`src/rtl/hamming_pkg.sv`:
```
// Shared Hamming(15,11) definitions used by the serial encoder and decoder:
// sizes, position/data-index mapping and parity cover masks.
package hamming_pkg;

   localparam int unsigned PARITY_BITS = 4;
   localparam int unsigned CODE_W      = (1 << PARITY_BITS) - 1;
   localparam int unsigned DATA_W      = CODE_W - PARITY_BITS;
   localparam int unsigned CNT_W       = $clog2(CODE_W);
   localparam int unsigned DIDX_W      = $clog2(DATA_W);

   // Bit p-1 of a codeword_t holds codeword position p.
   typedef logic [CODE_W-1:0] codeword_t;
   typedef logic [DATA_W-1:0] data_t;

   typedef enum logic {
      ST_IDLE  = 1'b0,
      ST_SHIFT = 1'b1
   } enc_state_e;

   function automatic logic is_parity_pos(input int unsigned pos);
      return ((pos & (pos - 1)) == 0);
   endfunction

   // Data index carried at a non-parity position (d1 -> 0 ... d11 -> 10).
   function automatic int unsigned pos_to_data_idx(input int unsigned pos);
      int unsigned n;
      n = 0;
      for (int unsigned p = 1; p < pos; p++) begin
         if (!is_parity_pos(p)) n++;
      end
      return n;
   endfunction

   // Positions whose index has bit i set; parity bit 2^i covers these.
   function automatic codeword_t cover_mask(input int unsigned i);
      codeword_t m;
      m = '0;
      for (int unsigned p = 1; p <= CODE_W; p++) begin
         if (((p >> i) & 1) != 0) m[CNT_W'(p - 1)] = 1'b1;
      end
      return m;
   endfunction

endpackage

```
`src/rtl/hamming_serial_encoder_if.sv`:
```
// Word-in / serial-bit-out bus between the data source and the Hamming encoder.
interface hamming_serial_encoder_if;
   import hamming_pkg::*;

   logic [DATA_W-1:0] data_in;
   logic              in_valid;
   logic              in_ready;
   logic              dout;
   logic              dout_valid;
   logic              done;

   modport master (
      output data_in, in_valid,
      input  in_ready, dout, dout_valid, done
   );

   modport slave (
      input  data_in, in_valid,
      output in_ready, dout, dout_valid, done
   );
endinterface

```
`src/rtl/hamming_parity_gen.sv`:
```
// Combinational Hamming(15,11) codeword builder: places data bits and
// computes even parity at positions 1,2,4,8.
module hamming_parity_gen
   import hamming_pkg::*;
(
   input  data_t     data,
   output codeword_t codeword
);

   codeword_t placed;

   always_comb begin
      placed = '0;
      for (int unsigned pos = 1; pos <= CODE_W; pos++) begin
         if (!is_parity_pos(pos))
            placed[CNT_W'(pos - 1)] = data[DIDX_W'(pos_to_data_idx(pos))];
      end
   end

   // Parity positions are zero in placed, so each mask only sees data bits.
   always_comb begin
      codeword = placed;
      for (int unsigned i = 0; i < PARITY_BITS; i++) begin
         codeword[CNT_W'((1 << i) - 1)] = ^(placed & cover_mask(i));
      end
   end

endmodule

```
`src/rtl/hamming_serial_encoder.sv`:
```
// Serial Hamming(15,11) encoder: accepts an 11-bit word on valid/ready and
// shifts the codeword out position 1 first, back-to-back with no idle gap.
module hamming_serial_encoder
   import hamming_pkg::*;
(
   input  logic                      clk,
   input  logic                      rst_n,
   hamming_serial_encoder_if.slave   bus
);

   localparam logic [CNT_W-1:0] LAST_CNT = CNT_W'(CODE_W - 1);

   enc_state_e       state_q, state_d;
   logic [CNT_W-1:0] bit_cnt_q, bit_cnt_d;
   codeword_t        sreg_q, sreg_d;
   logic             dout_q, dout_d;
   logic             dout_valid_q, dout_valid_d;
   logic             done_q, done_d;
   logic             in_ready_q, in_ready_d;

   codeword_t        codeword;
   logic             accept;

   hamming_parity_gen u_parity_gen (
      .data     (bus.data_in),
      .codeword (codeword)
   );

   assign accept = bus.in_valid && in_ready_q;

   always_ff @(posedge clk or negedge rst_n) begin
      if (!rst_n) begin
         state_q      <= ST_IDLE;
         bit_cnt_q    <= '0;
         sreg_q       <= '0;
         dout_q       <= 1'b0;
         dout_valid_q <= 1'b0;
         done_q       <= 1'b0;
         in_ready_q   <= 1'b0;
      end else begin
         state_q      <= state_d;
         bit_cnt_q    <= bit_cnt_d;
         sreg_q       <= sreg_d;
         dout_q       <= dout_d;
         dout_valid_q <= dout_valid_d;
         done_q       <= done_d;
         in_ready_q   <= in_ready_d;
      end
   end

   // Next-state and next-output logic; outputs are the registered values above.
   always_comb begin
      state_d      = state_q;
      bit_cnt_d    = bit_cnt_q;
      sreg_d       = sreg_q;
      dout_d       = 1'b0;
      dout_valid_d = 1'b0;
      done_d       = 1'b0;
      in_ready_d   = 1'b0;

      unique case (state_q)
         ST_IDLE: begin
            in_ready_d = 1'b1;
            if (accept) begin
               state_d      = ST_SHIFT;
               bit_cnt_d    = '0;
               sreg_d       = codeword >> 1;
               dout_d       = codeword[0];
               dout_valid_d = 1'b1;
               in_ready_d   = 1'b0;
            end
         end
         ST_SHIFT: begin
            if (bit_cnt_q == LAST_CNT) begin
               if (accept) begin
                  bit_cnt_d    = '0;
                  sreg_d       = codeword >> 1;
                  dout_d       = codeword[0];
                  dout_valid_d = 1'b1;
               end else begin
                  state_d    = ST_IDLE;
                  bit_cnt_d  = '0;
                  sreg_d     = '0;
                  in_ready_d = 1'b1;
               end
            end else begin
               bit_cnt_d    = bit_cnt_q + CNT_W'(1);
               sreg_d       = sreg_q >> 1;
               dout_d       = sreg_q[0];
               dout_valid_d = 1'b1;
               done_d       = ((bit_cnt_q + CNT_W'(1)) == LAST_CNT);
               in_ready_d   = ((bit_cnt_q + CNT_W'(1)) == LAST_CNT);
            end
         end
         default: begin
            state_d   = ST_IDLE;
            bit_cnt_d = '0;
            sreg_d    = '0;
         end
      endcase
   end

   assign bus.in_ready   = in_ready_q;
   assign bus.dout       = dout_q;
   assign bus.dout_valid = dout_valid_q;
   assign bus.done       = done_q;

endmodule
```
`src/flat_wrapper.sv`:
```
// flat-port wrapper written by rule: the top's interface ports become plain ports
module hamming_serial_encoder_flat import hamming_pkg::*;
  (clk, rst_n, bus_data_in, bus_in_valid, bus_in_ready, bus_dout, bus_dout_valid, bus_done);
  hamming_serial_encoder_if bus_i ();
  input  logic clk;
  input  logic rst_n;
  input wire logic [$bits(bus_i.data_in)-1:0] bus_data_in;
  input wire logic [$bits(bus_i.in_valid)-1:0] bus_in_valid;
  output wire logic [$bits(bus_i.in_ready)-1:0] bus_in_ready;
  output wire logic [$bits(bus_i.dout)-1:0] bus_dout;
  output wire logic [$bits(bus_i.dout_valid)-1:0] bus_dout_valid;
  output wire logic [$bits(bus_i.done)-1:0] bus_done;
  assign bus_i.data_in = bus_data_in;
  assign bus_i.in_valid = bus_in_valid;
  assign bus_in_ready = bus_i.in_ready;
  assign bus_dout = bus_i.dout;
  assign bus_dout_valid = bus_i.dout_valid;
  assign bus_done = bus_i.done;
  hamming_serial_encoder u_core (.clk(clk), .rst_n(rst_n), .bus(bus_i));
endmodule
```
`config.mk`:
```
export PLATFORM = sky130hd
export DESIGN_NAME = hamming_serial_encoder_flat
export DESIGN_NICKNAME = d
export VERILOG_FILES = /design/src/rtl/hamming_pkg.sv /design/src/rtl/hamming_serial_encoder_if.sv /design/src/rtl/hamming_parity_gen.sv /design/src/rtl/hamming_serial_encoder.sv /design/src/flat_wrapper.sv
export SDC_FILE = /design/constraint.sdc
export NUM_CORES = 1
export LEC_CHECK = 0
export CAP_MARGIN = 20
export CORE_ASPECT_RATIO = 1.25
export CORE_MARGIN = 2
export CORE_UTILIZATION = 41
export DETAILED_ROUTE_END_ITERATION = 10
export GPL_TIMING_DRIVEN = 0
export PLACE_DENSITY = 0.6
export SLEW_MARGIN = 10
export SYNTH_ARGS = -nofsm -noshare
export SYNTH_HDL_FRONTEND = slang
export SYNTH_SLANG_ARGS = --single-unit
```
`constraint.sdc`:
```
create_clock -name clk -period 2.45 [get_ports clk]
set_clock_uncertainty 0.2 [all_clocks]
set_input_delay 0.245 -clock clk [delete_from_list [all_inputs] [get_ports clk]]
set_output_delay 0.245 -clock clk [all_outputs]
set_load 0.01 [all_outputs]
```
==> run_results.csv <==
group,metric,value,unit
synth,netlist_area,1200,µm²
timing,worstMarginPinSlew,809,ps
timing,min_period,2070,ps
setup_path,timing.rr.end,"u_core.sreg_q[9]",
routing,drc_errors,0,
clock_tree,postCtsHoldBufs,0,
synth,synth_common_cells,"22 x dfrtp_1, 11 x and3_1, 10 x a221o_1",
clock_tree,cts.sinks,22,
die,num_io_pins,18,
global_routing,first_global_vias,900,
setup_path,rrSetupSlack,380,ps
final_layout,antenna_cells,0,
synth,yosys-top-cells-area,"dfrtp_1 46%, a221o_1 8.3%, xnor3_1 7.5%",
synth,synthDistinctLibCells,29,
clock_tree,clkLatencyLatePin,300,ps
setup_path,crit_arrival,2070,ps
routing,wl_per_cell,17.3,µm
clock_tree,clk_pin_slew,120,ps
die,start_util,43.9,%
clock_tree,cts_resized,0,
synth,ys_seq_elements,22,
clock_tree,numCtsBuffers,3,
setup_path,critPathCaptureType,"flop",
synth,synth_async_sr_flop_share,100,%
routing,drt_iter0_drc,17,
setup_path,startpoint_type,"flop",
final_layout,fillers,249,
setup_path,crit_chain,"inv_1 -> ha_1 -> nand3_1 -> a21oi_1 -> buf_2 -> a221o_2",
setup_path,path_class,"reg -> reg",
final_layout,utilization,53.1,%
placement,dp_worst_setup_slack,180,ps
clock_tree,htree_levels,1,
timing,drv_slew,0,
final_layout,register_area,551,µm²
global_routing,grt_pass1_wl,4290,µm
power_and_ir_drop,p_seq_share,44.4,%
final_layout,multi_input_area,611,µm²
synth,synth-seq-area-share,45.9,%
timing,hold_viol,0,
timing,final.period_utilization,84.5,%
synth,yosysWarnings,0,
timing,setup_slack,380,ps
placement,post-dp-hpwl,1900,µm
die,die_area,3380,µm²
power_and_ir_drop,switching_power,0.496,mW
final_layout,area.growth.synth_to_final,20.9,%
final_layout,layout.nets,139,
power_and_ir_drop,peakVddDrop,0.000443,V
clock_tree,cts_tree,"done",
synth,ys.flop_type,"dfrtp_1",
routing,num_vias,877,
placement,place_congestion,0.749,
synth,yosysMostFrequentCell,"dfrtp_1",
timing,rsz0062_at_grt,"no",
setup_path,cp_slowest_stage_delay,460,ps
clock_tree,cts_setup_buffers,0,
global_routing,grt_max_degree,23,
die,die_w,52.4,µm
synth,syn_nets,116,
power_and_ir_drop,internal_power,0.853,mW
timing,finalHoldWorstSlack,82.8,ps
routing,viasPerCell,5.69,
synth,syn_area_per_cell,12.1,µm²
synth,yosysTopAreaCellShare,45.9,%
timing,slew_headroom,46.1,%
setup_path,critPathMaxFanout,10,
power_and_ir_drop,swShare,36.8,%
worst_hold_path,hp-class,"in -> async",
timing,setup_tns,0,ps
setup_path,r2r-start,"u_core.bit_cnt_q[0]",
global_routing,grtUsageTotal,17.4,%
power_and_ir_drop,powerDensity,930,nW/µm²
timing,setup_viol,0,
setup_path,required,2450,ps
die,rows,21,
synth,synthCells,99,
routing,antenna_left,0,
routing,wl,2660,µm
synth,synth_top_area_cell,"dfrtp_1",
job,max-cap-violations,0,
run_status,status,"complete, no violations",
final_layout,drive_gt1_share,6.67,%
die,fp.coreArea,2730,µm²
die,die_h,64.5,µm
routing,dr.pass1.iters,4,
synth,synth_edf_count,0,
clock_tree,cts_root_buf,"clkbuf_4",
setup_path,ff2ff_path_depth,6,
clock_tree,cts.path.max_buffers,2,
global_routing,globalRouteOverflowTotal,0,
power_and_ir_drop,power_frac_clock,12.3,%
timing,fmax,483,MHz
placement,port_buffers,17,
power_and_ir_drop,p_leak,0.721,nW
power_and_ir_drop,combPwrFrac,43.3,%
setup_path,critPathSlowestCell,"dfrtp_1",
global_routing,antenna_found_initial,0,
cell usage in the layout, fill, tap and decap left out, types with 2 or more instances in the layout:
master and n:
dfrtp_1 22, clkdlybuf4s50_1 17, and3_1 11, a221o_1 10
nand2_1 8, inv_1 5, xnor2_1 5, clkbuf_1 4
xnor3_1 4, o21ai_0 3, ha_1 3, clkbuf_4 3
nand3_1 2, a21oi_1 2, a22o_1 2, a32oi_1 2
o31ai_1 2
per-layer routing:
| metal | routed length [µm] | up-vias | global-route usage, % |
|---|---|---|---|
| li1 | - | 416 | - |
| met1 | 1120 | 449 | 20.5 |
| met2 | 1440 | 10 | 31.1 |
| met3 | 85 | 2 | 2.76 |
| met4 | 19 | 0 | 5.77 |
| met5 | 0 | - | 0 |
power by group through the flow:
stage	logic, mW	registers [mW]	clock network [mW]
final	0.584	0.599	0.166
after global routing	0.651	0.612	0.191
after CTS	0.587	0.596	0.173
after detailed placement	0.584	0.604	0
after global placement	0.568	0.598	0
after floorplan	0.398	0.588	0
logic make-up after synthesis:
family                     count (synthesis)  synth area share (%)
adders and majority gates                  3                  3.13
AOI/OAI and AO/OA                         25                  17.5
buffers and inverters                     10                  3.23
DFF                                       22                  45.9
xor gates and xnor gates                  13                  18.1
and+or+nand+nor                           25                  11.3
muxes                                      1                 0.834
worst max-delay path, delay by kind of cell, from the launching register on:
family / cells / cell delay (ps)
AOI/OAI and AO/OA: 2 / 570
DFF: 1 / 460
buffers and inverters: 2 / 300
and+or+nand+nor: 1 / 220
adders and majority gates: 1 / 210
worst max-delay path by stage:
stage / startpoint / endpoint / depth (start not counted)
detailed placement: bus_in_valid / u_core.sreg_q[6] / 5
floorplan: u_core.bit_cnt_q[0] / u_core.sreg_q[9] / 6
global placement: bus_in_valid / u_core.sreg_q[9] / 4
finish: u_core.bit_cnt_q[0] / u_core.sreg_q[9] / 6
global route: u_core.bit_cnt_q[0] / u_core.sreg_q[5] / 6
CTS: u_core.bit_cnt_q[0] / u_core.sreg_q[7] / 6
through the flow:
step	area, µm²	total power [mW]	std cells
after global placement	1410	1.17	150
after global routing	1450	1.45	154
after CTS	1440	1.36	153
final	1450	1.35	154
after floorplan	1200	0.986	99
after detailed placement	1410	1.19	150
registers in the layout, indices dropped and copies added (netlist names):
register	count
u_core.bus.dout	1
u_core.bit_cnt_q	4
u_core.bus.in_ready	1
u_core.state_q	1
u_core.sreg_q	14
u_core.bus.done	1
layout make-up:
type                            count  area share, %
Buffer                              5           1.38
Clock buffer                        3           1.55
Inverter                            5           1.29
Multi-Input combinational cell     67           42.1
Sequential cell                    22           38.0
Tap cell                           34           2.93
Timing Repair Buffer               18           12.8
No activity file was read; power rests on OpenSTA's default activity.
